==> config.mk <==
export PLATFORM = sky130hd
export DESIGN_NAME = mul_share_sched
export DESIGN_NICKNAME = d
export VERILOG_FILES = /design/src/rtl/mul_share_sched.sv
export SDC_FILE = /design/constraint.sdc
export NUM_CORES = 1
export LEC_CHECK = 0
export BUFFER_PORTS_ARGS = -buffer_cell sky130_fd_sc_hd__buf_2
export CORE_ASPECT_RATIO = 1.25
export CORE_MARGIN = 4
export CORE_UTILIZATION = 44
export CTS_BUF_LIST = sky130_fd_sc_hd__clkbuf_16
export DETAILED_ROUTE_END_ITERATION = 10
export GPL_TIMING_DRIVEN = 0
export PLACE_DENSITY = 0.73
export SLEW_MARGIN = 10
export SYNTH_ARGS = -nofsm -noshare
export SYNTH_HDL_FRONTEND = slang
export SYNTH_SLANG_ARGS = --single-unit
==> constraint.sdc <==
create_clock -name clk -period 1.99 [get_ports clk]
set_input_delay 0.0995 -clock clk [delete_from_list [all_inputs] [get_ports clk]]
set_output_delay 0.0995 -clock clk [all_outputs]
set_load 0.005 [all_outputs]
==> src/rtl/mul_share_sched.sv <==
// Round-robin scheduler that shares one iterative multiplier among NUM_REQ requesters.
// Optionally pads every response to a fixed latency so operand-dependent early finish is not visible.
module mul_share_sched #(
  parameter int NUM_REQ    = 4,
  parameter int WIDTH      = 4,
  parameter int CONST_TIME = 1,
  parameter int LAT        = 7,
  parameter int TIMEOUT    = 16,
  localparam int ID_W      = $clog2(NUM_REQ),
  localparam int OUT_WIDTH = 2 * WIDTH
) (
  input  logic                       clk,
  input  logic                       rst,
  input  logic                       freeze,
  input  logic [NUM_REQ-1:0]         req_valid,
  input  logic [NUM_REQ*WIDTH-1:0]   req_a,
  input  logic [NUM_REQ*WIDTH-1:0]   req_b,
  output logic [NUM_REQ-1:0]         req_ready,
  output logic                       resp_valid,
  input  logic                       resp_ready,
  output logic [ID_W-1:0]            resp_id,
  output logic [OUT_WIDTH-1:0]       resp_o,
  output logic                       resp_err,
  output logic                       mul_in_valid,
  output logic                       mul_stall,
  output logic [WIDTH-1:0]           mul_a,
  output logic [WIDTH-1:0]           mul_b,
  input  logic [OUT_WIDTH-1:0]       mul_o,
  input  logic                       mul_out_valid,
  output logic [1:0]                 dbg_state
);
  // Handshakes: a transfer happens on a rising edge where valid && ready are both high;
  // valid never waits on ready, and the response payload holds steady until it is taken.

  localparam int CNT_W = $clog2(TIMEOUT + LAT + 1);
  localparam logic [CNT_W-1:0] REL_CNT = CNT_W'(LAT - 2);
  localparam logic [CNT_W-1:0] TO_CNT  = CNT_W'(TIMEOUT - 1);

  typedef enum logic [1:0] {S_IDLE = 2'd0, S_ISSUE = 2'd1, S_WAIT = 2'd2, S_RESP = 2'd3} state_t;

  state_t               state;
  logic [ID_W-1:0]      rr_ptr, id_q;
  logic [CNT_W-1:0]     cnt;
  logic                 done, err;
  logic [OUT_WIDTH-1:0] res;
  logic [WIDTH-1:0]     a_q, b_q;

  logic                 lo_found, hi_found, grant_ok, capture, rel_ok;
  logic [ID_W-1:0]      lo_id, hi_id, gnt_id;
  logic [WIDTH-1:0]     sel_a, sel_b;

  // Prefer the lowest valid index at or above rr_ptr, otherwise wrap to the lowest valid index.
  always_comb begin
    lo_found = 1'b0;
    hi_found = 1'b0;
    lo_id    = '0;
    hi_id    = '0;
    for (int i = NUM_REQ - 1; i >= 0; i--) begin
      if (req_valid[i]) begin
        lo_found = 1'b1;
        lo_id    = ID_W'(i);
      end
      if (req_valid[i] && (ID_W'(i) >= rr_ptr)) begin
        hi_found = 1'b1;
        hi_id    = ID_W'(i);
      end
    end
    gnt_id = hi_found ? hi_id : lo_id;
  end

  always_comb begin
    sel_a = '0;
    sel_b = '0;
    for (int i = 0; i < NUM_REQ; i++) begin
      if (ID_W'(i) == gnt_id) begin
        sel_a = req_a[i*WIDTH +: WIDTH];
        sel_b = req_b[i*WIDTH +: WIDTH];
      end
    end
  end

  assign grant_ok  = (state == S_IDLE) && !freeze && lo_found;
  assign req_ready = grant_ok ? (NUM_REQ'(1) << gnt_id) : '0;
  // A finish seen at cnt==0 belongs to an earlier, aborted operation.
  assign capture   = (state == S_WAIT) && mul_out_valid && (cnt != '0) && !done;
  assign rel_ok    = (CONST_TIME == 0) || (cnt >= REL_CNT);

  always_ff @(posedge clk or posedge rst) begin
    if (rst) begin
      state  <= S_IDLE;
      rr_ptr <= '0;
      id_q   <= '0;
      cnt    <= '0;
      done   <= 1'b0;
      err    <= 1'b0;
      res    <= '0;
      a_q    <= '0;
      b_q    <= '0;
    end else if (!freeze) begin
      case (state)
        S_IDLE: begin
          if (grant_ok) begin
            a_q    <= sel_a;
            b_q    <= sel_b;
            id_q   <= gnt_id;
            rr_ptr <= (gnt_id == ID_W'(NUM_REQ - 1)) ? '0 : gnt_id + 1'b1;
            state  <= S_ISSUE;
          end
        end
        S_ISSUE: begin
          cnt   <= '0;
          state <= S_WAIT;
        end
        S_WAIT: begin
          cnt <= cnt + 1'b1;
          if (capture) begin
            res  <= mul_o;
            done <= 1'b1;
            if (rel_ok) state <= S_RESP;
          end else if (done && rel_ok) begin
            state <= S_RESP;
          end else if (!done && (cnt == TO_CNT)) begin
            res   <= '0;
            err   <= 1'b1;
            state <= S_RESP;
          end
        end
        S_RESP: begin
          if (resp_ready) begin
            done  <= 1'b0;
            err   <= 1'b0;
            state <= S_IDLE;
          end
        end
        default: state <= S_IDLE;
      endcase
    end
  end

  assign resp_valid   = (state == S_RESP) && !freeze;
  assign resp_id      = id_q;
  assign resp_o       = res;
  assign resp_err     = err;
  assign mul_in_valid = (state == S_ISSUE);
  assign mul_stall    = freeze;
  assign mul_a        = a_q;
  assign mul_b        = b_q;
  assign dbg_state    = state;

endmodule

==> results of run 1 <==
[repair_timing]
action | in CTS | in global routing
cloned | 0 | 2
setup buffers | 7 | 13
endpoints found under the setup margin | 21 | 14
pin swaps | 5 | 15
resized for setup | 23 | 34
[routing by layer]
layer	up-vias	global-route usage [%]	routed length, um
met3	19	5.55	374
met2	73	34.7	3060
met4	0	6.69	191
li1	933	-	-
met1	930	21.7	2070
met5	-	0	0
[power by group]
part / switching [uW] / internal (uW)
Sequential: 200 / 862
Combinational: 1140 / 1250
Clock: 254 / 580
[area by class of cell]
cell class / instances / area (um^2) / share of cell area [%]
multi-input cells: 141 / 1230 / 40.9
flip-flops and latches: 29 / 728 / 24.1
repair buffers: 97 / 613 / 20.3
clock buffers: 5 / 125 / 4.15
inverters: 32 / 123 / 4.06
plain buffers: 8 / 86.3 / 2.86
well taps: 56 / 70.1 / 2.32
clock inverters: 3 / 37.5 / 1.24
[cells by family after synthesis]
group	after synthesis	synth area share (%)
AOI/OAI and AO/OA	51	21.5
and+or+nand+nor	65	17.2
DFF	29	37.2
buffers and inverters	43	9.55
muxes	13	6.86
adders and majority gates	12	7.69
[placed cells by master, fill, tap and decap left out, types with 5 or more instances in the layout]
master / synthesis / layout
a211o_1: 8 / 8
a221oi_2: 1 / 7
a31oi_1: 8 / 7
buf_2: 2 / 74
buf_4: 2 / 18
buf_6: 2 / 7
clkbuf_16: 0 / 6
dfrtp_1: 29 / 27
ha_1: 12 / 5
inv_1: 32 / 30
mux2i_1: 10 / 10
nand2_1: 23 / 23
nor2_1: 14 / 14
o21ai_0: 6 / 6
[worst max-delay path, cell delays in order, from the launching register on]
cell      delay (ns)
dfrtp_2         0.44
a21o_1          0.18
a21oi_2         0.20
o22ai_4         0.12
inv_2           0.12
ha_4            0.20
buf_4           0.17
a221oi_2        0.04
a211o_1         0.27
a31oi_1         0.21
[state kept, by name (all words and copies together), names as in the netlist]
register,flops
dbg_state,2
resp_o,8
done,1
mul_a,4
resp_err,1
mul_b,4
resp_id,2
cnt,5
rr_ptr,2
[stage by stage]
step                instances  setup WS, ns  area, um^2
floorplan                 213       0.00318        1960
global placement          344        -0.280        2410
detailed placement        344        -0.323        2410
CTS                       357       0.00121        2730
global route              371        -0.102        3020
finish                    371       -0.0603        3020
[worst paths after layout]
check | startpoint | endpoint | slack [ns] | cells past startpoint
min in group clk | mul_o[1] | resp_o[1] | 0.07 | 3
max in group asynchronous | rst | rr_ptr[1] | 1.52 | 2
setup reg to reg | rr_ptr[1] | mul_b[0] | -0.06 | 9
setup / recovery | rr_ptr[1] | mul_b[0] | -0.06 | 9
hold / removal | rst | resp_o[6] | -0.05 | 2
hold reg to reg | resp_id[0] | resp_id[0] | 0.50 | 1
==> flow_summary_export.csv, run 1 <==
group,metric,value,unit
status,status,"complete, but fails checks",
status,violations,"negative hold slack, negative setup slack",
synth,yosys-top-cells-area,"dfrtp_1 37%, ha_1 7.7%, inv_1 6.2%",
grt,grt_usage,19.4,%
die,io_pins,77,
setup_path,critPathMaxFanout,5,
sta,setup_tns,-0.0838,ns
synth,syn-num-nets,274,
place,place.gp.congestion,0.825,
cts,numClockSinks,29,
synth,synth_seq_cells,29,
route,dr.pass1.iters,4,
cells_and_area,synthToLayoutAreaGrowth,54.6,%
setup_path,endpoint_kind,"register",
power,power_leakage,0.00145,uW
die,die-area,0.00557,mm^2
cells_and_area,fillers,312,
cts,cts_tree,"done",
cts,htree_levels,2,
sta,hold_slack,-0.0526,ns
sta,maxSlewViolCount,0,
synth,yosysMostFrequentCell,"inv_1",
hold_path,hp-class,"in2async",
die,floorplan.initialDensity,46.5,%
die,coreArea,0.00420,mm^2
route,antenna_left,0,
die,die_w,67.6,um
grt,antenna_found_initial,0,
job,maxCapViolations,0,
place,portBuffers,75,
synth,syn_avg_cell_area,9.16,um^2
synth,async_reset_ff_share,100,%
cts,root_buffer,"clkbuf_16",
setup_path,worstPathRequired,2.17,ns
cells_and_area,diodes,0,
setup_path,crit_arrival,2.23,ns
setup_path,worstSetupPathType,"reg2reg",
synth,ys_seq_area_share,37.2,%
sta,setup_viol,4,
sta,tightest_slew,1.04,ns
grt,overflow,0,
route,via_per_inst,5.27,
synth,synth_cell_types,43,
cells_and_area,layout.nets,375,
route,wire_per_inst,15.4,um
synth,yosysTopAreaCell,"dfrtp_1",
die,num_rows,26,
cts,path_clk_slew,0.05,ns
grt,grt_pass1_wl,8.17,mm
cts,clockBufferDepth,2,
synth,yosys.area.top_type_share,37.2,%
cts,cts_buffers,5,
sta,setup_slack,-0.0603,ns
route,post-route-drc-count,0,
sta,finClkSkew,0.00380,ns
synth,synth_edf_count,0,
sta,period_minus_slack,2.05,ns
sta,fmax,488,MHz
cells_and_area,drive_gt1_share,49.5,%
die,die_h,82.5,um
cells_and_area,finalCoreUtilization,71.9,%
cts,clk_latency,0.27,ns
sta,maxSlewHeadroom,30.3,%
grt,grt_pass1_vias,1822,
place,post-dp-hpwl,3.71,mm
synth,synthCells,213,
sta,hold_violations,29,
route,drt-total-wl,5.70,mm
cts,cts_hold_buffers,0,
synth,yosys_most_used_dff,"dfrtp_1",
route,num_vias,1955,
setup_path,startpoint_type,"register",
synth,syn_area,0.00195,mm^2
synth,synth_common_cells,"32 x inv_1, 29 x dfrtp_1, 23 x nand2_1",
grt,grt_max_degree,30,
power,p_total,4280,uW
route,drt_iter0_markers,88,
power,ir_drop,800,uV
power,pwr_density_cell,1420,mW/mm^2
sta,fin_crit_sh,103,%
sta,rsz0062_at_grt,"yes",
synth,yosys_warnings,0,
(Power assumes the default switching activity.)
==> run 2, diff against run 1 <==
--- a/config.mk
+++ b/config.mk
@@ -8,11 +8,11 @@
 export BUFFER_PORTS_ARGS = -buffer_cell sky130_fd_sc_hd__buf_2
 export CORE_ASPECT_RATIO = 1.25
 export CORE_MARGIN = 4
-export CORE_UTILIZATION = 44
+export CORE_UTILIZATION = 45
 export CTS_BUF_LIST = sky130_fd_sc_hd__clkbuf_16
 export DETAILED_ROUTE_END_ITERATION = 10
 export GPL_TIMING_DRIVEN = 0
-export PLACE_DENSITY = 0.73
+export PLACE_DENSITY = 0.72
 export SLEW_MARGIN = 10
 export SYNTH_ARGS = -nofsm -noshare
 export SYNTH_HDL_FRONTEND = slang
==> constraint.sdc (replaced) <==
create_clock -name clk -period 2.1 [get_ports clk]
set_input_delay 0.105 -clock clk [delete_from_list [all_inputs] [get_ports clk]]
set_output_delay 0.105 -clock clk [all_outputs]
set_load 0.005 [all_outputs]
==> run 2 against run 1 <==
The flow finishes with violations (negative hold slack). Clock skew is essentially flat. Clock-buffer cell count did not move. Final area shrank 9.0%. Total power down 18%. Worst setup slack improved by 0.12 ns. Global-route usage is 1.0 points lower. Routed wire length is 16% lower. Clock power fell by 18%. Non-clock buffer count down 11. Sequential power down 6%. Sequential cell count stayed put. Combinational power fell by 24%. Highest routed layer unchanged.
==> flow_summary_export.csv, run 2 (synthesis results as in run 1) <==
group,metric,value,unit
status,status,"complete, but fails checks",
status,violations,"negative hold slack",
cells_and_area,final_cells,360,
setup_path,cpMaxStageDelayCell,"dfrtp_1",
route,wire_per_inst,13.3,um
setup_path,worstPathRequired,2.00,ns
die,die_w,66.9,um
cts,path_clk_slew,0.05,ns
die,num_rows,26,
cells_and_area,drive_gt1_share,42.1,%
power,power_frac_comb,52.0,%
cells_and_area,synthToLayoutAreaGrowth,40.6,%
setup_path,worstSetupPathType,"reg2out",
place,dp_cells,344,
grt,antenna_found_initial,0,
cts,htree_levels,2,
grt,overflow,0,
die,die-area,0.00546,mm^2
setup_path,critPathMaxFanout,10,
route,num_vias,1816,
route,post-route-drc-count,0,
place,post-dp-hpwl,3.61,mm
cts,clockBufferDepth,2,
setup_path,endpoint_kind,"primary output",
grt,grt_pass1_wl,7.78,mm
power,power_leakage,0.00133,uW
die,floorplan.initialDensity,47.2,%
power,pwr_density_cell,1270,mW/mm^2
route,drt-total-wl,4.77,mm
place,place.gp.congestion,0.849,
sta,maxSlewViolCount,0,
sta,period_minus_slack,2.04,ns
setup_path,crit_arrival,1.94,ns
setup_path,crit_buf_inv,3,
sta,maxSlewHeadroom,30.7,%
route,antenna_left,0,
sta,tightest_slew,1.03,ns
sta,fmax,489,MHz
cts,cts_tree,"done",
route,dr.pass1.iters,4,
place,place_area,0.00240,mm^2
hold_path,hp-class,"in2async",
job,maxCapViolations,0,
setup_path,startpoint_type,"register",
setup_path,crit_path_max_incr_delay,0.41,ns
power,ir_drop,634,uV
grt,grt_max_degree,30,
sta,finClkSkew,0.00343,ns
grt,grt_pass1_vias,1792,
setup_path,cp_top_family,"simple AND/OR/NAND/NOR gates",
cts,cts_hold_buffers,0,
cells_and_area,largest_register_ffs,8,
die,coreArea,0.00413,mm^2
route,via_per_inst,5.04,
sta,fin_crit_sh,97.3,%
cells_and_area,mostFrequentLayoutCell,"buf_2",
cts,cts_buffers,5,
cells_and_area,final_cell_mix,"76 x buf_2, 29 x inv_1, 28 x dfrtp_1, 23 x nand2_1, 14 x nor2_1",
power,seqPwrFrac,28.6,%
power,intPower,2160,uW
sta,rsz0062_at_grt,"yes",
power,clkPwrFrac,19.5,%
route,drt_iter0_markers,49,
cells_and_area,diodes,0,
sta,setup_viol,0,
power,switching_share,38.1,%
power,p_sw,1330,uW
cts,root_buffer,"clkbuf_16",
grt,grt_usage,18.4,%
cells_and_area,fin_area,0.00274,mm^2
sta,hold_violations,29,
setup_path,worstPathCellList,"nand2b_4 -> nor2b_2 -> o22ai_4 -> inv_2 -> ha_4 -> buf_6 -> and2_1 -> buf_2",
cts,clk_latency,0.27,ns
sta,hold_slack,-0.0510,ns
cells_and_area,layout.nets,364,
die,io_pins,77,
die,die_h,81.6,um
cts,numClockSinks,29,
place,portBuffers,75,
run 2: routing by layer:
metal	GRT usage, %	vias to the layer above	routed length [um]
met5	0	-	0
li1	-	911	-
met1	20.2	837	1950
met2	33.7	61	2420
met3	5.61	7	348
met4	5.27	0	53
run 2: layout make-up:
class / instances / area [um^2]
repair buffers: 85 / 463
clock inverters: 3 / 17.5
inverters: 32 / 120
fillers: 363 / 1390
flip-flops and latches: 29 / 727
plain buffers: 9 / 80.1
clock buffers: 5 / 125
multi-input cells: 141 / 1140
well taps: 56 / 70.1
run 2: worst paths after layout:
kind                            startpoint  depth (start not counted)  slack (ns)           end
worst max-delay path             rr_ptr[0]                          8        0.06  req_ready[2]
max in group asynchronous              rst                          2        1.63     rr_ptr[1]
worst min-delay path                   rst                          2       -0.05     resp_o[5]
worst min register to register  resp_id[0]                          1        0.50    resp_id[0]
min in group clk                  mul_o[0]                          3        0.07     resp_o[0]
worst max register to register   rr_ptr[0]                         10        0.06      mul_a[3]
run 2: worst register-to-register path, delay by kind of cell, from the launching register on:
family | cells | cell delay (ns)
flops | 1 | 0.40
compound gates | 5 | 0.76
buf+inv | 2 | 0.23
fa+ha+maj | 1 | 0.19
simple gates | 2 | 0.32
run 2: through the flow:
step | setup WS, ns | TNS, ns | util, % | power [uW]
floorplan | 0.0520 | 0 | - | 2050
global placement | -0.245 | -1.46 | 58.1 | 2530
detailed placement | -0.301 | -1.89 | 58.1 | 2570
CTS | -0.0478 | -0.116 | 62.3 | 3310
global route | -0.0306 | -0.109 | 66.4 | 3780
finish | 0.0569 | 0 | 66.4 | 3500
run 2: power by group through the flow:
stage | Sequential, uW | Combinational [uW] | Clock [uW]
floorplan | 997 | 1050 | 0
global placement | 988 | 1550 | 0
detailed placement | 994 | 1570 | 0
CTS | 987 | 1630 | 696
global route | 1040 | 2020 | 722
finish | 999 | 1820 | 681
run 2: what timing repair did:
action,CTS,global route
gates resized for setup,10,21
setup buffers,1,9
endpoints found under the setup margin,12,14
pin swaps,1,5
==> run 3, diff against run 2 <==
--- a/config.mk
+++ b/config.mk
@@ -5,6 +5,7 @@
 export SDC_FILE = /design/constraint.sdc
 export NUM_CORES = 1
 export LEC_CHECK = 0
+export ABC_AREA = 1
 export BUFFER_PORTS_ARGS = -buffer_cell sky130_fd_sc_hd__buf_2
 export CORE_ASPECT_RATIO = 1.25
 export CORE_MARGIN = 4
==> run 3 against run 2 <==
The run now ends clean. Sequential power down 6.6%. Clock-buffer cell count unchanged. Cell count up 12%. Final area down 7.7%. Area after synthesis down 2.7%. Critical path depth up 2. Non-clock buffer count down 10. Register-to-register slack better by 0.21 ns. Total power down 14%. Combinational power down 23%. Synthesized cell count up 24%. Critical path type unchanged.
==> flow_summary_export.csv, run 3 <==
group,metric,value,unit
synth,yosys-top-cells-area,"dfrtp_1 38%, nand2_1 14%, ha_1 7.9%",
place,portBuffers,76,
place,place_ws,-0.0849,ns
route,num_vias,1845,
place,place.gp.congestion,0.739,
die,coreArea,0.00410,mm^2
synth,syn_area,0.00190,mm^2
cells_and_area,final_cell_mix,"78 x buf_2, 71 x nand2_1, 33 x inv_1, 28 x o21ai_0, 28 x dfrtp_1",
setup_path,r2r_slack,0.27,ns
place,place_area,0.00235,mm^2
synth,yosys_most_used_dff,"dfrtp_1",
route,via_per_inst,4.59,
cts,cts_hold_buffers,0,
synth,syn_avg_cell_area,7.19,um^2
cts,path_clk_slew,0.05,ns
synth,yosysMostFrequentCell,"nand2_1",
synth,synthCells,264,
synth,synth_edf_count,0,
route,post-route-drc-count,0,
sta,setup_viol,0,
cts,cts_buffers,5,
synth,synth_cell_types,24,
setup_path,crit_arrival,1.82,ns
grt,grt_usage,17.8,%
job,maxCapViolations,0,
cells_and_area,largest_register_ffs,8,
cts,numClockSinks,29,
setup_path,startpoint_type,"register",
synth,synth_seq_cells,29,
die,die_w,66.1,um
synth,syn-num-nets,325,
cts,clk_latency,0.27,ns
route,antenna_left,0,
sta,period_minus_slack,1.93,ns
grt,overflow,0,
sta,fin_crit_sh,91.9,%
cells_and_area,diodes,0,
synth,yosys_warnings,0,
power,power_leakage,0.00138,uW
status,status,"complete, no violations",
synth,yosysTopAreaCell,"dfrtp_1",
synth,ys_seq_area_share,38.2,%
sta,rsz0062_at_grt,"no",
synth,yosys.area.top_type_share,38.2,%
grt,antenna_found_initial,0,
synth,synth_common_cells,"72 x nand2_1, 36 x inv_1, 29 x dfrtp_1, 29 x o21ai_0, 21 x nor2_1",
power,p_total,3010,uW
sta,fmax,518,MHz
sta,setup_slack,0.171,ns
die,floorplan.initialDensity,46.3,%
setup_path,worstPathRequired,2.00,ns
route,drt-total-wl,4.39,mm
power,pwr_density_cell,1190,mW/mm^2
place,post-dp-hpwl,3.53,mm
setup_path,worstSetupPathType,"reg2out",
route,wire_per_inst,10.9,um
die,io_pins,77,
sta,setup_tns,0,ns
cts,cts_tree,"done",
cells_and_area,layout.nets,406,
sta,maxSlewViolCount,0,
grt,grt_max_degree,30,
cells_and_area,mostFrequentLayoutCell,"buf_2",
cts,clockBufferDepth,2,
die,die_h,80.6,um
sta,tightest_slew,1.05,ns
cells_and_area,drive_gt1_share,32.4,%
power,ir_drop,507,uV
cts,root_buffer,"clkbuf_16",
die,die-area,0.00533,mm^2
cells_and_area,synthToLayoutAreaGrowth,33.3,%
hold_path,hp-class,"in2reg",
synth,async_reset_ff_share,100,%
sta,finClkSkew,0.00311,ns
grt,grt_pass1_wl,7.56,mm
setup_path,endpoint_kind,"primary output",
cells_and_area,fin_area,0.00253,mm^2
route,drt_iter0_markers,91,
setup_path,critPathMaxFanout,9,
grt,grt_pass1_vias,1780,
cts,htree_levels,2,
route,dr.pass1.iters,4,
sta,maxSlewHeadroom,29.6,%
die,num_rows,26,
sta,hold_violations,0,
-- run 3: cell count changes after synthesis, moves of 10 or more --
cell | previous run | this run
nand2_1 | 23 | 72
o21ai_0 | 6 | 29
a21oi_1 | 5 | 18
nand3_1 | 3 | 16
mux2i_1 | 10 | 0
nor2b_1 | 10 | 0
-- run 3: layout make-up --
class	count	area [um^2]
clock inverters	3	17.5
fillers	405	1570
clock buffers	5	125
plain buffers	7	58.8
well taps	56	70.1
repair buffers	77	388
flip-flops and latches	29	727
inverters	37	145
multi-input cells	188	1000
-- run 3: what timing repair did --
item	CTS	global route
buffers inserted	0	1
pin swaps	0	2
endpoints found under the setup margin	12	12
gates resized for setup	3	16
-- run 3: metrics by stage --
stage	cells	utilization, %	hold WS [ns]
after CTS	402	60.7	0.0530
after global placement	396	57.3	0.315
after detailed placement	396	57.3	0.333
final	402	61.8	0.0563
after global routing	402	61.8	0.0649
after floorplan	264	-	0.183
-- run 3: final timing paths --
path / startpoint / endpoint / cells past startpoint
min in group asynchronous: rst / mul_b[2] / 2
worst max register to register: rr_ptr[1] / mul_a[2] / 10
worst min register to register: mul_b[0] / mul_b[0] / 2
worst min-delay path: req_a[15] / mul_a[3] / 3
worst max-delay path: rr_ptr[0] / req_ready[2] / 10
max in group asynchronous: rst / rr_ptr[1] / 2
-- run 3: critical path, stage by stage, from the launching register on --
cell and delay, ns:
dfrtp_1 0.41, a21boi_2 0.18, nor2_1 0.07, nand2_1 0.06
nand2_1 0.12, inv_2 0.11, ha_1 0.14, clkbuf_4 0.19
inv_4 0.07, nor2_1 0.09, buf_2 0.12
-- run 3: per-layer routing --
metal	vias up	GRT usage [%]	part of all wire, %
met4	0	5.49	0.78
met3	4	4.62	7.3
met2	53	32.6	51
li1	998	-	-
met1	790	19.8	40
met5	-	0	0
-- run 3: cell families after synthesis --
logic type / Yosys count / share of synthesized area [%]
flip-flops: 29 / 38.2
AND/OR/NAND/NOR: 119 / 27.1
AO/OA/AOI/OAI: 57 / 16.2
adder cells (fa/ha/maj): 12 / 7.90
buffers and inverters: 47 / 10.6
-- run 3: where the power goes --
group	switching [uW]	internal (uW)
registers	163	770
logic	811	588
clock network	240	433
total	1210	1790
